`config.mk`:
```
export PLATFORM = sky130hd
export DESIGN_NAME = lut_target_encoder_flat
export DESIGN_NICKNAME = d
export VERILOG_FILES = /design/src/rtl/lut_target_encoder_pkg.sv /design/src/rtl/lut_target_encoder_if.sv /design/src/rtl/lut_target_encoder_table.sv /design/src/rtl/lut_target_encoder.sv /design/src/flat_wrapper.sv
export SDC_FILE = /design/constraint.sdc
export NUM_CORES = 1
export LEC_CHECK = 0
export BUFFER_PORTS_ARGS = -buffer_cell sky130_fd_sc_hd__buf_2
export CORE_ASPECT_RATIO = 0.75
export CORE_MARGIN = 2
export CORE_UTILIZATION = 37
export DETAILED_ROUTE_END_ITERATION = 10
export PLACE_DENSITY = 0.6
export SYNTH_ARGS = -nofsm -noshare
export SYNTH_HDL_FRONTEND = slang
export SYNTH_SLANG_ARGS = --single-unit
export TNS_END_PERCENT = 20
```
`constraint.sdc`:
```
create_clock -name clk -period 4.03 [get_ports clk]
set_input_delay 0.806 -clock clk [delete_from_list [all_inputs] [get_ports clk]]
set_output_delay 0.806 -clock clk [all_outputs]
set_load 0.01 [all_outputs]
```
`src/rtl/lut_target_encoder_pkg.sv`:
```
// -----------------------------------------------------------------------------
// lut_target_encoder_pkg
// Shared constants and types for the branch-target/immediate lookup table and its
// reverse-search encoder. This file has no ports.
//   ENTRIES / IDX_W / TGT_W / IMM_W : table geometry
//   lut_entry_t                     : one table entry {tgt, imm}
//   LUT_DEFAULT                     : table contents restored by reset
//   enc_state_t                     : encoder search FSM states
// -----------------------------------------------------------------------------
package lut_target_encoder_pkg;

    localparam int unsigned ENTRIES = 8;
    localparam int unsigned IDX_W   = $clog2(ENTRIES);
    localparam int unsigned TGT_W   = 10;
    localparam int unsigned IMM_W   = 8;

    typedef struct packed {
        logic [TGT_W-1:0] tgt;
        logic [IMM_W-1:0] imm;
    } lut_entry_t;

    localparam lut_entry_t LUT_DEFAULT [ENTRIES] = '{
        '{tgt: 10'h000, imm: 8'd0},
        '{tgt: 10'h002, imm: 8'd1},
        '{tgt: 10'h1F0, imm: 8'd30},
        '{tgt: 10'h2F0, imm: 8'd64},
        '{tgt: 10'h2FF, imm: 8'd94},
        '{tgt: 10'h3F0, imm: 8'd128},
        '{tgt: 10'h3FF, imm: 8'd160},
        '{tgt: 10'h2F2, imm: 8'd192}
    };

    typedef enum logic [1:0] {
        IDLE,
        SCAN,
        RESP
    } enc_state_t;

endpackage

```
`src/rtl/lut_target_encoder_if.sv`:
```
// -----------------------------------------------------------------------------
// lut_target_encoder_if
// Bundles the table write port, the forward-read port and the search
// request/response handshakes of lut_target_encoder.
//   wr_en/wr_addr/wr_target/wr_imm : table write (master -> slave)
//   rd_addr -> rd_target/rd_imm    : combinational forward read
//   req_valid/req_ready/req_key    : search request
//   req_is_imm                     : immediate-field search select (LUT_IMM_SEARCH_EN only)
//   rsp_valid/rsp_ready/rsp_hit/rsp_idx : search response
// master = loader/harness side, slave = the encoder.
// Optional feature macro: LUT_IMM_SEARCH_EN.
// -----------------------------------------------------------------------------
interface lut_target_encoder_if;
    import lut_target_encoder_pkg::*;

    logic             wr_en;
    logic [IDX_W-1:0] wr_addr;
    logic [TGT_W-1:0] wr_target;
    logic [IMM_W-1:0] wr_imm;

    logic [IDX_W-1:0] rd_addr;
    logic [TGT_W-1:0] rd_target;
    logic [IMM_W-1:0] rd_imm;

    logic             req_valid;
    logic             req_ready;
    logic [TGT_W-1:0] req_key;
`ifdef LUT_IMM_SEARCH_EN
    logic             req_is_imm;
`endif

    logic             rsp_valid;
    logic             rsp_ready;
    logic             rsp_hit;
    logic [IDX_W-1:0] rsp_idx;

`ifdef LUT_IMM_SEARCH_EN
    modport master (
        output wr_en, wr_addr, wr_target, wr_imm, rd_addr,
        output req_valid, req_key, req_is_imm, rsp_ready,
        input  rd_target, rd_imm, req_ready, rsp_valid, rsp_hit, rsp_idx
    );
    modport slave (
        input  wr_en, wr_addr, wr_target, wr_imm, rd_addr,
        input  req_valid, req_key, req_is_imm, rsp_ready,
        output rd_target, rd_imm, req_ready, rsp_valid, rsp_hit, rsp_idx
    );
`else
    modport master (
        output wr_en, wr_addr, wr_target, wr_imm, rd_addr,
        output req_valid, req_key, rsp_ready,
        input  rd_target, rd_imm, req_ready, rsp_valid, rsp_hit, rsp_idx
    );
    modport slave (
        input  wr_en, wr_addr, wr_target, wr_imm, rd_addr,
        input  req_valid, req_key, rsp_ready,
        output rd_target, rd_imm, req_ready, rsp_valid, rsp_hit, rsp_idx
    );
`endif

endinterface

```
`src/rtl/lut_target_encoder_table.sv`:
```
// -----------------------------------------------------------------------------
// lut_target_encoder_table
// Register array holding the ENTRIES (target, immediate) pairs.
//   clk, reset            : clock; synchronous active-high reset restores LUT_DEFAULT
//   wr_en/wr_addr/...     : one-entry write per edge (reset has priority)
//   rd_addr -> rd_entry   : combinational forward read
//   scan_addr, scan_sel_imm -> scan_field : combinational read for the search
//                           comparator; returns the zero-extended immediate when
//                           scan_sel_imm is set, else the target.
// Reads see the pre-edge contents, so a compare in the same cycle as a write to
// that entry uses the old value.
// -----------------------------------------------------------------------------
module lut_target_encoder_table
    import lut_target_encoder_pkg::*;
(
    input  logic             clk,
    input  logic             reset,
    input  logic             wr_en,
    input  logic [IDX_W-1:0] wr_addr,
    input  logic [TGT_W-1:0] wr_target,
    input  logic [IMM_W-1:0] wr_imm,
    input  logic [IDX_W-1:0] rd_addr,
    output lut_entry_t       rd_entry,
    input  logic [IDX_W-1:0] scan_addr,
    input  logic             scan_sel_imm,
    output logic [TGT_W-1:0] scan_field
);

    lut_entry_t mem_q [ENTRIES];

    always_ff @(posedge clk) begin
        if (reset) begin
            for (int unsigned i = 0; i < ENTRIES; i++) begin
                mem_q[i] <= LUT_DEFAULT[i];
            end
        end else if (wr_en) begin
            mem_q[wr_addr] <= '{tgt: wr_target, imm: wr_imm};
        end
    end

    assign rd_entry   = mem_q[rd_addr];
    assign scan_field = scan_sel_imm ? TGT_W'(mem_q[scan_addr].imm) : mem_q[scan_addr].tgt;

endmodule

```
`src/rtl/lut_target_encoder.sv`:
```
// -----------------------------------------------------------------------------
// lut_target_encoder
// Reverse lookup over the 8-entry target/immediate table: a search request
// carries a key, the encoder scans one entry per cycle from index 0 and answers
// with the lowest matching index (or a miss with index 0). A combinational
// forward-read port resolves pointer -> target/immediate.
//   clk   : single clock, all state on the rising edge
//   reset : synchronous, active-high; restores default table, drops any search
//   bus   : lut_target_encoder_if.slave (write, forward read, req/rsp handshakes)
// Optional feature macro: LUT_IMM_SEARCH_EN -- adds bus.req_is_imm; when latched
// high the search compares key[IMM_W-1:0] against the immediate field instead.
// Latency: hit at entry k -> rsp_valid k+2 edges after accept; miss -> ENTRIES+1.
// -----------------------------------------------------------------------------
module lut_target_encoder
    import lut_target_encoder_pkg::*;
(
    input  logic                  clk,
    input  logic                  reset,
    lut_target_encoder_if.slave   bus
);

    enc_state_t       state_q;
    logic [TGT_W-1:0] key_q;
    logic [IDX_W-1:0] ptr_q;
    logic             armed_q;
    logic             rsp_valid_q;
    logic             rsp_hit_q;
    logic [IDX_W-1:0] rsp_idx_q;

    logic             search_imm;
    logic [TGT_W-1:0] scan_field;
    logic [TGT_W-1:0] key_cmp;
    logic             match;
    lut_entry_t       rd_entry;

`ifdef LUT_IMM_SEARCH_EN
    logic is_imm_q;
    assign search_imm = is_imm_q;
`else
    assign search_imm = 1'b0;
`endif

    lut_target_encoder_table u_table (
        .clk          (clk),
        .reset        (reset),
        .wr_en        (bus.wr_en),
        .wr_addr      (bus.wr_addr),
        .wr_target    (bus.wr_target),
        .wr_imm       (bus.wr_imm),
        .rd_addr      (bus.rd_addr),
        .rd_entry     (rd_entry),
        .scan_addr    (ptr_q),
        .scan_sel_imm (search_imm),
        .scan_field   (scan_field)
    );

    // Immediate search ignores the key's upper bits; the table returns the
    // immediate zero-extended, so both sides line up at full width.
    assign key_cmp = search_imm ? TGT_W'(key_q[IMM_W-1:0]) : key_q;
    assign match   = (scan_field == key_cmp);

    always_ff @(posedge clk) begin
        if (reset) begin
            state_q     <= IDLE;
            key_q       <= '0;
            ptr_q       <= '0;
            armed_q     <= 1'b0;
            rsp_valid_q <= 1'b0;
            rsp_hit_q   <= 1'b0;
            rsp_idx_q   <= '0;
`ifdef LUT_IMM_SEARCH_EN
            is_imm_q    <= 1'b0;
`endif
        end else begin
            unique case (state_q)
                IDLE: begin
                    if (bus.req_valid) begin
                        key_q   <= bus.req_key;
`ifdef LUT_IMM_SEARCH_EN
                        is_imm_q <= bus.req_is_imm;
`endif
                        ptr_q   <= '0;
                        armed_q <= 1'b0;
                        state_q <= SCAN;
                    end
                end
                SCAN: begin
                    // First SCAN cycle is a setup slot with no compare; entry 0 is
                    // compared on the following edge.
                    if (!armed_q) begin
                        armed_q <= 1'b1;
                    end else if (match) begin
                        rsp_hit_q   <= 1'b1;
                        rsp_idx_q   <= ptr_q;
                        rsp_valid_q <= 1'b1;
                        state_q     <= RESP;
                    end else if (ptr_q == IDX_W'(ENTRIES - 1)) begin
                        rsp_hit_q   <= 1'b0;
                        rsp_idx_q   <= '0;
                        rsp_valid_q <= 1'b1;
                        state_q     <= RESP;
                    end else begin
                        ptr_q <= ptr_q + IDX_W'(1);
                    end
                end
                RESP: begin
                    if (bus.rsp_ready) begin
                        rsp_valid_q <= 1'b0;
                        state_q     <= IDLE;
                    end
                end
                default: state_q <= IDLE;
            endcase
        end
    end

    assign bus.req_ready = (state_q == IDLE);
    assign bus.rsp_valid = rsp_valid_q;
    assign bus.rsp_hit   = rsp_hit_q;
    assign bus.rsp_idx   = rsp_idx_q;
    assign bus.rd_target = rd_entry.tgt;
    assign bus.rd_imm    = rd_entry.imm;

endmodule

```
`src/flat_wrapper.sv`:
```
// flat-port wrapper written by rule: the top's interface ports become plain ports
module lut_target_encoder_flat import lut_target_encoder_pkg::*;
  (clk, reset, bus_wr_en, bus_wr_addr, bus_wr_target, bus_wr_imm, bus_rd_addr, bus_req_valid, bus_req_key, bus_rsp_ready, bus_rd_target, bus_rd_imm, bus_req_ready, bus_rsp_valid, bus_rsp_hit, bus_rsp_idx);
  lut_target_encoder_if bus_i ();
  input  logic clk;
  input  logic reset;
  input wire logic [$bits(bus_i.wr_en)-1:0] bus_wr_en;
  input wire logic [$bits(bus_i.wr_addr)-1:0] bus_wr_addr;
  input wire logic [$bits(bus_i.wr_target)-1:0] bus_wr_target;
  input wire logic [$bits(bus_i.wr_imm)-1:0] bus_wr_imm;
  input wire logic [$bits(bus_i.rd_addr)-1:0] bus_rd_addr;
  input wire logic [$bits(bus_i.req_valid)-1:0] bus_req_valid;
  input wire logic [$bits(bus_i.req_key)-1:0] bus_req_key;
  input wire logic [$bits(bus_i.rsp_ready)-1:0] bus_rsp_ready;
  output wire logic [$bits(bus_i.rd_target)-1:0] bus_rd_target;
  output wire logic [$bits(bus_i.rd_imm)-1:0] bus_rd_imm;
  output wire logic [$bits(bus_i.req_ready)-1:0] bus_req_ready;
  output wire logic [$bits(bus_i.rsp_valid)-1:0] bus_rsp_valid;
  output wire logic [$bits(bus_i.rsp_hit)-1:0] bus_rsp_hit;
  output wire logic [$bits(bus_i.rsp_idx)-1:0] bus_rsp_idx;
  assign bus_i.wr_en = bus_wr_en;
  assign bus_i.wr_addr = bus_wr_addr;
  assign bus_i.wr_target = bus_wr_target;
  assign bus_i.wr_imm = bus_wr_imm;
  assign bus_i.rd_addr = bus_rd_addr;
  assign bus_i.req_valid = bus_req_valid;
  assign bus_i.req_key = bus_req_key;
  assign bus_i.rsp_ready = bus_rsp_ready;
  assign bus_rd_target = bus_i.rd_target;
  assign bus_rd_imm = bus_i.rd_imm;
  assign bus_req_ready = bus_i.req_ready;
  assign bus_rsp_valid = bus_i.rsp_valid;
  assign bus_rsp_hit = bus_i.rsp_hit;
  assign bus_rsp_idx = bus_i.rsp_idx;
  lut_target_encoder u_core (.clk(clk), .reset(reset), .bus(bus_i));
endmodule
```
# [Word-level counts from Yosys, hierarchy flattened]
# Memory sizes are Yosys's and may differ from the RTL's. A register that Yosys moved wholly into a read port is not among the register bits.
# Index checks and enable logic that the tools add are counted.
[classes] n_addsub=1 reduce_logical=11 muxes=32 eq_ne=10
[op_table] op="3-bit 2-to-1 mux" n=9
[op_table] op="18-bit 2-to-1 mux" n=1
[op_table] op="18-bit OR reduction" n=1
[op_table] op="1-bit 2-to-1 mux" n=13
[op_table] op="10-bit equality test" n=1
[op_table] op="2-bit 2-to-1 mux" n=5
[op_table] op="2-bit inequality test, second input constant" n=4
[op_table] op="4-bit AND reduction" n=2
[op_table] op="2-bit one-hot mux with 3 select lines" n=1
[op_table] op="3-bit one-hot mux with 2 select lines" n=1
[op_table] op="2-bit nonzero test" n=3
[op_table] op="5-bit AND reduction" n=1
[op_table] op="1-bit one-hot mux with 2 select lines" n=2
[op_table] op="2-bit AND reduction" n=2
[op_table] op="3-bit by 1-bit adder with 3-bit output, second input constant" n=1
[op_table] op="3-bit equality test, second input constant" n=1
[op_table] op="3-bit by 1-bit inequality test with 1-bit output, second input constant" n=1
[op_table] op="3-bit AND reduction" n=1
[op_table] op="2-bit by 1-bit equality test with 1-bit output, second input constant" n=1
[op_table] op="2-bit equality test, second input constant" n=1
[op_table] op="2-bit logical NOT" n=1
[op_table] op="2-bit by 1-bit inequality test with 1-bit output, second input constant" n=1
[totals] out_inout_bits=24 regBits=21 elab_cells=62 n_memories=1 input_bits=39 ramBits=144
[memory_table] memory="u_core.u_table.mem_q" depth=8 word_bits=18 rd=2 rd_clocked_by_memory_dff=1 wr=8 line="lut_target_encoder_table.sv:29" rtl="lut_entry_t mem_q [ENTRIES];"

# [Longest topological paths before layout]
[logic_depth] depth_word=7 depth_mapped=10 ltp_nobuf=8

# [By module]
# Synthesis repeated with hierarchy kept, for this count alone.
[hier_totals] hier_cells=583 hier_area_um2=8499.4
[by_module_without_submodules] mod="lut_target_encoder_table" instances=1 seq_area_each_um2=4324.1 cells_each=473 area_each_um2=7552.2
[by_module_without_submodules] mod="lut_target_encoder" instances=1 seq_area_each_um2=420.4 cells_each=110 area_each_um2=947.2

# [Worst setup path after synthesis]
# No wires, ideal clock.
[synth_timing] path_kind="input to output" startpoint="in bus_rd_addr[0]" endpoint="out bus_rd_target[0]" required_ps=3224 arrival_time_ps=2615 slack_ps=609 path_stages=4 cell_sequence="clkbuf_1 clkbuf_1 mux4_2 mux2_2"
[synth_between] elab_chain_len=1
[synth_lines] element="start, declared" line="flat_wrapper.sv:11" rtl="input wire logic [$bits(bus_i.rd_addr)-1:0] bus_rd_addr;"
[synth_lines] element="memory 8 x 18 bit"
[synth_lines] element="end, declared" line="flat_wrapper.sv:15" rtl="output wire logic [$bits(bus_i.rd_target)-1:0] bus_rd_target;"
# No other way between the ends.

==> flow_summary.json <==
{
  "status": "finished, final reports clean",
  "cts_max_path_buffers": 2,
  "maxCapViolations": 0,
  "netlist_area_um2": 8280,
  "hold_path.class": "reg -> reg",
  "firstDrtPassIters": 5,
  "wl_met2_mm": 9.83,
  "clock_latency_ps": 430,
  "syn_inst": 593,
  "finalSetupTns_ps": 0,
  "final.setup_skew_ps": 12.6,
  "switching_share_pct": 25.5,
  "p_per_area_nw_per_um2": 444,
  "drv_slew": 0,
  "combPwrFrac_pct": 11.8,
  "clkSinkCount": 168,
  "wl_per_cell_um": 22.1,
  "clkPwrFrac_pct": 39.4,
  "hold_violations": 0,
  "path_max_fanout": 16,
  "final_common_cell": "edfxtp_1",
  "grt_overflow_total": 0,
  "peakVddDrop_uv": 262,
  "yosysUniqueCellTypes": 40,
  "dp_cells": 923,
  "post-route-period-util_pct": 77.8,
  "slew_headroom_pct": 49.6,
  "fp.dieH_um": 134,
  "viasPerCell": 5.58,
  "placementRows": 47,
  "cts_tree": "yes",
  "grt_max_degree": 39,
  "hold_path_depth": 2,
  "setup_violations": 0,
  "tightest_slew_ps": 754,
  "antenna_found_initial": 0,
  "dpl.hpwl_mm": 13.7,
  "finalHoldWorstSlack_ps": 474,
  "rsz0062_at_grt": "no",
  "syn_to_final_growth_pct": 14.8,
  "num_vias": 5323,
  "grt_pass1_wl_mm": 32.0,
  "crit_type": "reg -> reg",
  "grt_pass1_vias": 5299,
  "htree_levels": 4,
  "met3WireLength_mm": 1.19,
  "routed_wl_mm": 21.1,
  "syn-num-nets": 637,
  "coreArea_um2": 22000,
  "cts_buffers": 17,
  "numPortBuffers": 62,
  "end_kind": "register",
  "avgSynthCellArea_um2": 14.0,
  "dieArea_um2": 23600,
  "ys_warn_count": 0,
  "yosysSeqAreaShare_pct": 58.0,
  "p_leak_nw": 3.27,
  "first_iter_violations": 380,
  "drive_above_1_share_pct": 28.0,
  "num_antenna_cells": 0,
  "fmax_ghz": 0.319,
  "internal_power_mw": 3.15,
  "final_cell_mix": "edfxtp_1, and2_1, buf_2, or3_1, mux4_2",
  "postCtsSetupRepairBufs": 0,
  "ios": 63,
  "cp.required_ps": 4330,
  "top_layer": "met4",
  "r2r_cells": 9,
  "nNetsFinal": 692,
  "post_cts_resize_count": 0,
  "p_seq_share_pct": 48.8,
  "ant_nets": 0,
  "globalplace.congestion": 0.795,
  "drt_drc_violations_left": 0,
  "cts_hold_buf": 0,
  "grt_usage_pct": 18.4,
  "fill_cells": 2002,
  "layout.cells.non_filler": 954,
  "yosys_register_bits": 168,
  "start_kind": "register",
  "cts.reportedPaths.clkPinSlew_ps": 60,
  "wl_met1_mm": 9.81,
  "start_util_pct": 37.6,
  "die_w_um": 177,
  "fin_crit_ps": 3130,
  "finalPower_mw": 4.22,
  "critPathArrivalTime_ps": 3430,
  "clockRootBuffer": "clkbuf_16",
  "switchingPower_mw": 1.08
}
-- metal layers --
layer	GRT usage [%]	vias to the layer above
met5	0	-
met3	3.37	22
met2	28.4	184
li1	-	2371
met1	26.6	2746
met4	5.10	0
-- synthesized netlist by cell type --
library cell	count	share of area, %
or2_2	8	0.60
nor4_1	8	0.60
buf_6	2	0.27
clkbuf_1	33	1.5
nand3_1	3	0.18
o211ai_1	1	0.091
a21oi_1	14	0.85
ha_1	5	0.76
nor3_2	1	0.12
o41ai_1	4	0.42
a211oi_1	1	0.091
o41ai_2	1	0.20
nand3b_1	1	0.091
mux4_1	10	3.2
and3_1	1	0.076
or3_1	53	4.0
nand2_1	33	1.5
or3b_1	2	0.21
xor2_1	6	0.63
buf_8	1	0.18
nor2b_1	3	0.23
nand4_1	3	0.23
mux4_2	38	10
edfxtp_1	144	52
inv_1	15	0.68
buf_1	4	0.18
and2_1	63	4.8
nand2b_1	11	0.83
nor3_1	17	1.0
mux2i_1	15	1.8
mux2_2	27	3.7
buf_2	3	0.18
nor2_1	17	0.77
or3b_2	1	0.11
dfxtp_1	24	5.8
o21ai_0	8	0.48
o31ai_1	1	0.091
o22ai_1	4	0.30
a22o_1	4	0.42
o32ai_1	3	0.32
-- worst paths after layout --
kind | startpoint | slack [ps] | endpoint
worst min-delay path | u_core.bus.rsp_idx[1] | 470 | u_core.bus.rsp_idx[1]
worst max-delay path | register | 900 | register
worst max register to register | register | 900 | register
worst min register to register | u_core.bus.rsp_idx[1] | 470 | u_core.bus.rsp_idx[1]
-- power by group through the flow --
stage          Combinational [mW]  Sequential [mW]  Clock [mW]
3_5_place_dp                0.500             2.10           0
5_1_grt                     0.545             2.07        1.75
4_1_cts                     0.504             2.06        1.68
3_3_place_gp                0.488             2.09           0
6_report                    0.499             2.06        1.66
2_1_floorplan               0.334             2.08           0
-- flip-flops by register name, summed over array words and instances, names as in the netlist, named ones only --
signal / cells
u_core.armed_q: 1
u_core.bus.rsp_hit: 1
u_core.bus.rsp_idx: 3
u_core.bus.rsp_valid: 1
u_core.key_cmp: 10
u_core.ptr_q: 3
u_core.state_q: 2
u_core.u_table.mem_q: 144
-- worst max-delay path, stage by stage, from the launching register on --
cell and delay, ps:
dfxtp_1 810, buf_4 390, mux2_2 370, o22ai_1 200, or3_1 150, nand4_1 150
o41ai_2 310, buf_4 230, nor3_2 60, or3b_1 350
-- per-stage QoR --
step / setup slack [ps] / area, µm² / util (%)
2_1_floorplan: 609 / 8280 / -
3_3_place_gp: 991 / 8920 / 40.6
3_5_place_dp: 904 / 8920 / 40.6
4_1_cts: 905 / 9510 / 43.2
5_1_grt: 725 / 9510 / 43.2
6_report: 896 / 9510 / 43.2
-- final cells by class --
class	instances	area, µm²	share of cell area [%]
clock buffer	17	425	4.47
inverter	15	56.3	0.592
tap	294	368	3.87
clock inverter	14	163	1.71
timing repair buffer	79	463	4.87
multi-input combinational	367	3230	34.0
sequential	168	4800	50.5
-- kinds of logic (layout without fill, tap and decap cells) --
logic type | count (synthesis) | in the layout | share of synthesized area, %
AND/OR/NAND/NOR | 225 | 225 | 15.3
flip-flops | 168 | 168 | 58.0
multiplexers | 90 | 90 | 19.0
buffers and inverters | 58 | 125 | 2.99
AO/OA/AOI/OAI | 41 | 41 | 3.26
XOR/XNOR | 6 | 6 | 0.635
adder cells (fa/ha/maj) | 5 | 5 | 0.756
Note: power is estimated with default switching activity, not from simulation.
